[src/rtl/ifetch_prefetch.sv]
// Instruction fetch with a DEPTH-entry prefetch queue and valid/ready to decode.
// Redirects resolve at the queue head and flush queued and in-flight fetches.
module ifetch_prefetch #(
    parameter int XLEN = 32,
    parameter int DEPTH = 4,
    parameter logic [XLEN-1:0] RESET_PC = '0
) (
    input  logic            clock,
    input  logic            reset,
    output logic            imem_req,
    output logic [XLEN-1:0] imem_addr,
    input  logic [XLEN-1:0] imem_rdata,
    output logic            out_valid,
    input  logic            out_ready,
    output logic [XLEN-1:0] Instruction,
    output logic [XLEN-1:0] branch_base_addr,
    output logic [XLEN-1:0] link_addr,
    input  logic            Branch,
    input  logic            nBranch,
    input  logic            Jmp,
    input  logic            Jal,
    input  logic            Jr,
    input  logic            Zero,
    input  logic [XLEN-1:0] Addr_result,
    input  logic [XLEN-1:0] Read_data_1
);
    localparam int AW = $clog2(DEPTH);
    localparam int CW = AW + 2;

    logic [XLEN-1:0] r_q_pc    [DEPTH];
    logic [XLEN-1:0] r_q_instr [DEPTH];
    logic [AW-1:0]   r_rptr;
    logic [AW-1:0]   r_wptr;
    logic [CW-1:0]   r_count;
    logic            r_inflight;
    logic [XLEN-1:0] r_inflight_pc;
    logic [XLEN-1:0] r_fetch_pc;
    logic [XLEN-1:0] r_link;

    logic            w_empty;
    logic            w_fire;
    logic            w_taken;
    logic            w_push;
    logic            w_issue;
    logic [CW-1:0]   w_occ;
    logic [XLEN-1:0] w_head_pc;
    logic [XLEN-1:0] w_head_instr;
    logic [XLEN-1:0] w_pc4;
    logic [XLEN-1:0] w_target;

    assign w_empty      = (r_count == '0);
    assign w_head_pc    = r_q_pc[r_rptr];
    assign w_head_instr = r_q_instr[r_rptr];
    assign w_pc4        = w_head_pc + XLEN'(4);
    assign w_fire       = ~w_empty & out_ready;

    assign w_taken = w_fire & ((Branch & Zero) | (nBranch & ~Zero)
                             | Jmp | Jal | Jr);

    // Slots committed after this edge; an in-flight fetch already owns one.
    assign w_occ   = r_count + CW'(r_inflight) - CW'(w_fire);
    assign w_issue = ~w_taken & (w_occ < CW'(DEPTH));

    // A response arriving in a redirect cycle is the killed one.
    assign w_push = r_inflight & ~w_taken;

    always_comb begin
        w_target = Addr_result;
        if (Jr)
            w_target = Read_data_1;
        else if (Jmp | Jal)
            w_target = {w_pc4[XLEN-1:28], w_head_instr[25:0], 2'b00};
        else
            w_target = Addr_result;
    end

    always_ff @(posedge clock) begin
        if (!reset) begin
            r_rptr        <= '0;
            r_wptr        <= '0;
            r_count       <= '0;
            r_inflight    <= 1'b0;
            r_inflight_pc <= '0;
            r_fetch_pc    <= RESET_PC;
            r_link        <= '0;
        end else begin
            r_inflight <= w_issue;
            if (w_taken) begin
                r_rptr     <= '0;
                r_wptr     <= '0;
                r_count    <= '0;
                r_fetch_pc <= w_target;
            end else begin
                if (w_push)
                    r_wptr <= r_wptr + AW'(1);
                if (w_fire)
                    r_rptr <= r_rptr + AW'(1);
                case ({w_push, w_fire})
                    2'b10:   r_count <= r_count + CW'(1);
                    2'b01:   r_count <= r_count - CW'(1);
                    default: r_count <= r_count;
                endcase
                if (w_issue) begin
                    r_inflight_pc <= r_fetch_pc;
                    r_fetch_pc    <= r_fetch_pc + XLEN'(4);
                end
            end
            if (w_fire && Jal)
                r_link <= w_pc4;
        end
    end

    always_ff @(posedge clock) begin
        if (reset && w_push) begin
            r_q_pc[r_wptr]    <= r_inflight_pc;
            r_q_instr[r_wptr] <= imem_rdata;
        end
    end

    assign imem_req         = w_issue;
    assign imem_addr        = r_fetch_pc;
    assign out_valid        = ~w_empty;
    assign Instruction      = w_empty ? '0 : w_head_instr;
    assign branch_base_addr = w_empty ? '0 : w_pc4;
    assign link_addr        = r_link;

endmodule
[config.mk]
export PLATFORM = sky130hd
export DESIGN_NAME = ifetch_prefetch
export DESIGN_NICKNAME = d
export VERILOG_FILES = /design/src/rtl/ifetch_prefetch.sv
export SDC_FILE = /design/constraint.sdc
export NUM_CORES = 1
export LEC_CHECK = 0
export ABC_AREA = 1
export BUFFER_PORTS_ARGS = -buffer_cell sky130_fd_sc_hd__buf_2
export CAP_MARGIN = 5
export CORE_ASPECT_RATIO = 1.25
export CORE_MARGIN = 5
export CORE_UTILIZATION = 37
export CTS_BUF_LIST = sky130_fd_sc_hd__clkbuf_4 sky130_fd_sc_hd__clkbuf_8
export DETAILED_ROUTE_END_ITERATION = 16
export GPL_TIMING_DRIVEN = 0
export PLACE_DENSITY = 0.54
export RECOVER_POWER = 50
export SLEW_MARGIN = 20
export SYNTH_ARGS = -nofsm -noshare
export SYNTH_HDL_FRONTEND = slang
export SYNTH_SLANG_ARGS = --single-unit
[constraint.sdc]
create_clock -name clock -period 7.75 [get_ports clock]
set_input_delay 2.325 -clock clock [delete_from_list [all_inputs] [get_ports clock]]
set_output_delay 2.325 -clock clock [all_outputs]
set_load 0.01 [all_outputs]
# After elaboration in Yosys (flattened, before gate mapping)

Memories as Yosys holds them, arrays and structs flattened. A register that Yosys moved wholly into a read port is not among the register bits.
Index checks and enable logic that the tools add are counted.

Register bits: 105
Word-level logic and storage cells: 55
Output and inout port bits: 130
RAM bits: 256
Bits of input ports: 105
Memories kept: 2

Memories:

| memory    | words | width | read ports | clocked after Yosys merged registers in | wr ports | line | RTL |
|---|---|---|---|---|---|---|---|
| r_q_instr | 4     | 32    | 1          | 1                                       | 1        | 31   | `logic [XLEN-1:0] r_q_instr [DEPTH];` |
| r_q_pc    | 4     | 32    | 1          | 1                                       | 1        | 30   | `logic [XLEN-1:0] r_q_pc [DEPTH];` |

Reductions and logical operators: 7
Mux-type cells: 13
Order comparisons: 1
Add/sub/neg operators: 8
Bitwise logic cells: 15
Equality and inequality tests: 2

Operators with widths:

| kind                  | count |
|---|---|
| $mux 32               | 6 |
| $add 32x3->32 const B | 2 |
| $mux 2                | 4 |
| $pmux 4 s2            | 1 |
| $and 1x1->1           | 6 |
| $or 1x1->1            | 5 |
| $add 2x1->2 const B   | 2 |
| $add 4x1->4           | 1 |
| $add 4x1->4 const B   | 1 |
| $logic_not 4->1       | 1 |
| $lt 4x3->1 const B    | 1 |
| $not 1->1             | 4 |
| $reduce_bool 2->1     | 2 |
| $sub 4x1->4           | 1 |
| $sub 4x1->4 const B   | 1 |
| $eq 2x1->1 const B    | 1 |
| $eq 2x2->1 const B    | 1 |
| $logic_and 1x1->1     | 2 |
| $mux 1                | 2 |
| $reduce_and 2->1      | 1 |
| $reduce_or 2->1       | 1 |

# Longest topological paths before layout

Depth in word-level cells: 12
Mapped depth: 17
Mapped depth without buffers: 16

# Least setup slack after synthesis

OpenSTA, ideal clock, no wires.

Path type: input-to-reg
From: in Jmp
To: mem r_q_instr[0][0] (enable)
Required time: 7263 ps
Cell stages on the path: 7
Library setup time: 487 ps
Path buffers: 0
Arrival time: 5994 ps
Slack: 1269 ps
Cell sequence: nor2_4 nand2_2 inv_2 a21oi_4 nor2_1 nand2_1 nor2_1

Word-level cells in the longest chain between the ends: 9

Ends and longest elaborated chain:

| what                         | line | RTL |
|---|---|---|
| start, declared              | 20   | `input logic Jmp,` |
| $or 1x1->1 (3 in series)     | 58   | `\| Jmp \| Jal \| Jr);` |
| $and 1x1->1                  | 57   | `assign w_taken = w_fire & ((Branch & Zero) \| (nBranch & ~Zero)` |
| $not 1->1 (no line)          | --   |  |
| $and 1x1->1                  | 65   | `assign w_push = r_inflight & ~w_taken;` |
| $logic_and 1x1->1            | 114  | `if (reset && w_push) begin` |
| $mux 1                       | 114  |  |
| $mux 1 (not written as such) | 116  | `r_q_instr[r_wptr] <= imem_rdata;` |
| end, declared                | 31   |  |

Every way passes these cells.

# Worst setup path in the final report

From: in Jal
To: out imem_req

Word-level cells in the longest chain between the ends: 5

Ends and longest elaborated chain:

| what                     | line | RTL |
|---|---|---|
| start, declared          | 21   | `input logic Jal,` |
| $or 1x1->1 (2 in series) | 58   |  |
| $and 1x1->1              | 57   |  |
| $not 1->1 (no line)      | --   |  |
| $and 1x1->1              | 62   | `assign w_issue = ~w_taken & (w_occ < CW'(DEPTH));` |
| end, declared            | 10   | `output logic imem_req,` |

Every way passes these cells.

==> results.md <==
- Most frequently used flop master after synthesis: edfxtp_1
- Clock slew at reported path FFs: about 60 ps
- Crit path launch type: input pin
- Period Utilization, post-route: 0.924
- Critical path peak fanout: 10
- Grt total ovfl: 0
- Largest family of logic cells by synthesized area: simple AND/OR/NAND/NOR gates
- Cell area after synthesis: ~17,000 um2
- Core Util, Final: 0.447
- RSZ-0062 raised after global routing: no
- Final instance area: between 20,000 and 25,000 um2
- Chip Height: ~250 um
- Final nets: 2,221
- CTS Buffer Depth: 3
- Pin count of the biggest net entering global routing: 22
- Clk root buf: clkbuf_8
- Via/cell ratio: approximately 5.0
- First-pass GRT wire length: roughly 82,000 um
- Pleak: a little over 8 nW
- Crit-path max cell delay: 300 ps
- Synth Area in Compound Gates: 0.113
- WS Path Type: input pin to output port
- Hold Path Class: flop to flop
- TritonCTS clock tree: built
- Synth cell count leaders: nand2_1 (444), edfxtp_1 (256), nor2_1 (185)
- Worst-Skew Late Latency: approximately 650 ps
- Setup violators final: 0
- Area grow syn2layout: 20.0%
- Number of global-route vias before repair: between 10,000 and 15,000
- Mapped Cells: 1,798
- Final ANT Viol Nets: 0
- Mux cell area share after synthesis: 0.000596
- Slew margin rel.: 0.255
- Critical path buffers and inverters: 8
- Multi-input gate area: approximately 5800 um2
- Yosys cell types: 52
- Share of the synthesized area in the top cell type: 0.458
- Share of layout cells above drive strength 1: 0.174
- Post-synth top area cell: edfxtp_1
- Top-count cell post-synth: nand2_1
- Post-cts resize count: 0
- Worst EP required: roughly 5400 ps
- Via count: 13,700
- Hold_buf cts: 0
- Max-cap violation count: 0
- R2r setup slk: ~3800 ps
- Leading post-synthesis cells by cell area: edfxtp_1 (46%), dfxtp_1 (13%), nand2_1 (9.9%), nor2_1 (4.1%), inv_1 (3.7%)
- Worst Tran Pin Value: approximately 1100 ps
- Register area: 9830 um2
- H-tree depth: 2
- Crit path DAT: between 4000 and 5000 ps
- Avg Inst Size Synth: slightly above 9 um2
- Num ports: 235
- Max-slew violation count: 0
- Max IR drop VDD: about 0.2 mV
- Clock sinks: 363
- Crit path cell chain: buf_2, nor2_4, nand2_1, inv_2, a21oi_1, inv_2, buf_4, nand4_4, inv_2, buf_2, buf_6, buf_2
- 1st-iter DRT viols: approximately 770
- All-Layer GR Usage: 0.218
- Die footprint: about 50,000 um2
- Post-route DRC violation count: 0
- Total negative setup slack: 0 ps
- Seq cells post-synth: 363
- Chip Width: between 200 and 250 um
- Run status: completed
- Setup Skew: roughly 25 ps
- Diode count: 0
- Core area: 45,100 um2
- Final Hold Fails: 0
- DP HPWL: 42,300 um
- Simple-Gate Fraction of Synth Area: 0.206
- Highest-delay cell along the critical path: a21oi_1
- Port-buffer cells: approximately 230
- Max Clk Rate: around 140 MHz
- Critical path endpoint category: output port
- Starting Density: 0.373
- # rows: a little under 90
- Placed inst area: roughly 19,000 um2
- Number of synthesized flops with an enable pin: between 200 and 300
- Postcts setup bufs: 0
- Seq/Total Area, Yosys: 0.585
- Net Count, Synth: 1,915
- Drt pass-1 iters: 5
- Power per cell area: approximately 390 nW/um2
- Drt total wl: ~56,000 um
- Top delay family on crit path: buffers and inverters
- Initial antenna violation count: 0
- GPL Wtd Cong: ~0.96
- FILL cells: about 4,500
- Per-cell routed wire length: a little over 20 um
- Synth warn: 0
- Post-synth ARST share: 0
- CTS Buf Count: between 50 and 60
- Min cycle time layout: around 7200 ps
- Adder-Cell Fraction of Synth Area: 0.00894
- Synth Area in XOR/XNOR: 0.0167
## where the power goes
group / switching, mW / internal [mW] / leakage, nW
logic: 2.38 / 1.04 / 4.31
registers: 0.248 / 2.42 / 3.24
clock network: 0.769 / 0.996 / 0.683
total: 3.40 / 4.46 / 8.23
## metrics by stage
stage          hold WS (ps)  worst slack (ps)  instances  total power [mW]
3_5_place_dp            471               829       2622              6.20
4_1_cts                 483               824       2730              7.98
3_3_place_gp            456             -2470       2609              6.14
5_1_grt                 514               454       2730              8.36
6_report                476               588       2730              7.87
2_1_floorplan           436              1270       1798              4.74
## routing by layer
layer | part of all wire | track usage | up-vias
met5 | 0 | 0 | -
met4 | 0.038 | 0.0851 | 0
met3 | 0.063 | 0.0466 | 110
met2 | 0.49 | 0.389 | 500
met1 | 0.41 | 0.260 | 6406
li1 | - | - | 6684
## cell type report
cell class	instances	share of cell area
timing repair buffer	246	0.0678
multi-input combinational	1168	0.288
inverter	179	0.0335
clock buffer	86	0.0538
buffer	88	0.0239
sequential	363	0.488
tap	578	0.0359
clock inverter	22	0.00913
## tightest hold or removal path: cells and delay by family (launching register included)
family,cells,cell delay (ps)
compound gates,1,70
buf+inv,1,60
flops,1,300
## placed cells by master (no fill, tap or decap), types with 5 or more instances in the layout
| cell type | n |
|---|---|
| nand2_1 | 447 |
| buf_4 | 13 |
| o2111ai_1 | 7 |
| o21bai_1 | 5 |
| nand3_1 | 88 |
| nor3_1 | 16 |
| o22a_1 | 7 |
| buf_2 | 161 |
| ha_1 | 12 |
| or2_2 | 11 |
| buf_16 | 8 |
| o22ai_1 | 9 |
| nand2_2 | 16 |
| buf_6 | 8 |
| clkinv_2 | 15 |
| nor2_2 | 12 |
| o21ai_0 | 100 |
| nand4_1 | 11 |
| buf_12 | 5 |
| edfxtp_1 | 256 |
| a21oi_1 | 117 |
| o211ai_1 | 16 |
| clkbuf_1 | 138 |
| inv_2 | 12 |
| dfxtp_1 | 107 |
| a32o_1 | 21 |
| nor2_4 | 11 |
| xnor2_1 | 14 |
| o211a_1 | 5 |
| o21ai_1 | 5 |
| clkbuf_8 | 70 |
| clkbuf_4 | 16 |
| nor2_1 | 181 |
| inv_1 | 165 |
| xor2_1 | 18 |
## kinds of logic after synthesis
group,after synthesis
DFF,363
muxes,1
xor gates and xnor gates,32
buffers and inverters,267
adders and majority gates,12
AOI/OAI and AO/OA,315
and+or+nand+nor,808
## path summary, 6_finish.rpt
check             startpoint          endpoint  cells after the start
setup / recovery         Jal          imem_req                     12
hold / removal     r_rptr[1]              flop                      2
setup reg to reg  r_count[2]  r_q_instr[2][30]                     10
hold reg to reg    r_rptr[1]              flop                      2
## sequential cells by signal, indices dropped and copies added, names as in the netlist, 2 cells and up, named ones only
register	count
r_inflight_pc	32
r_q_instr	128
r_count	4
r_q_pc	128
r_wptr	2
link_addr	32
imem_addr	32
r_rptr	2
(Power assumes the default switching activity.)
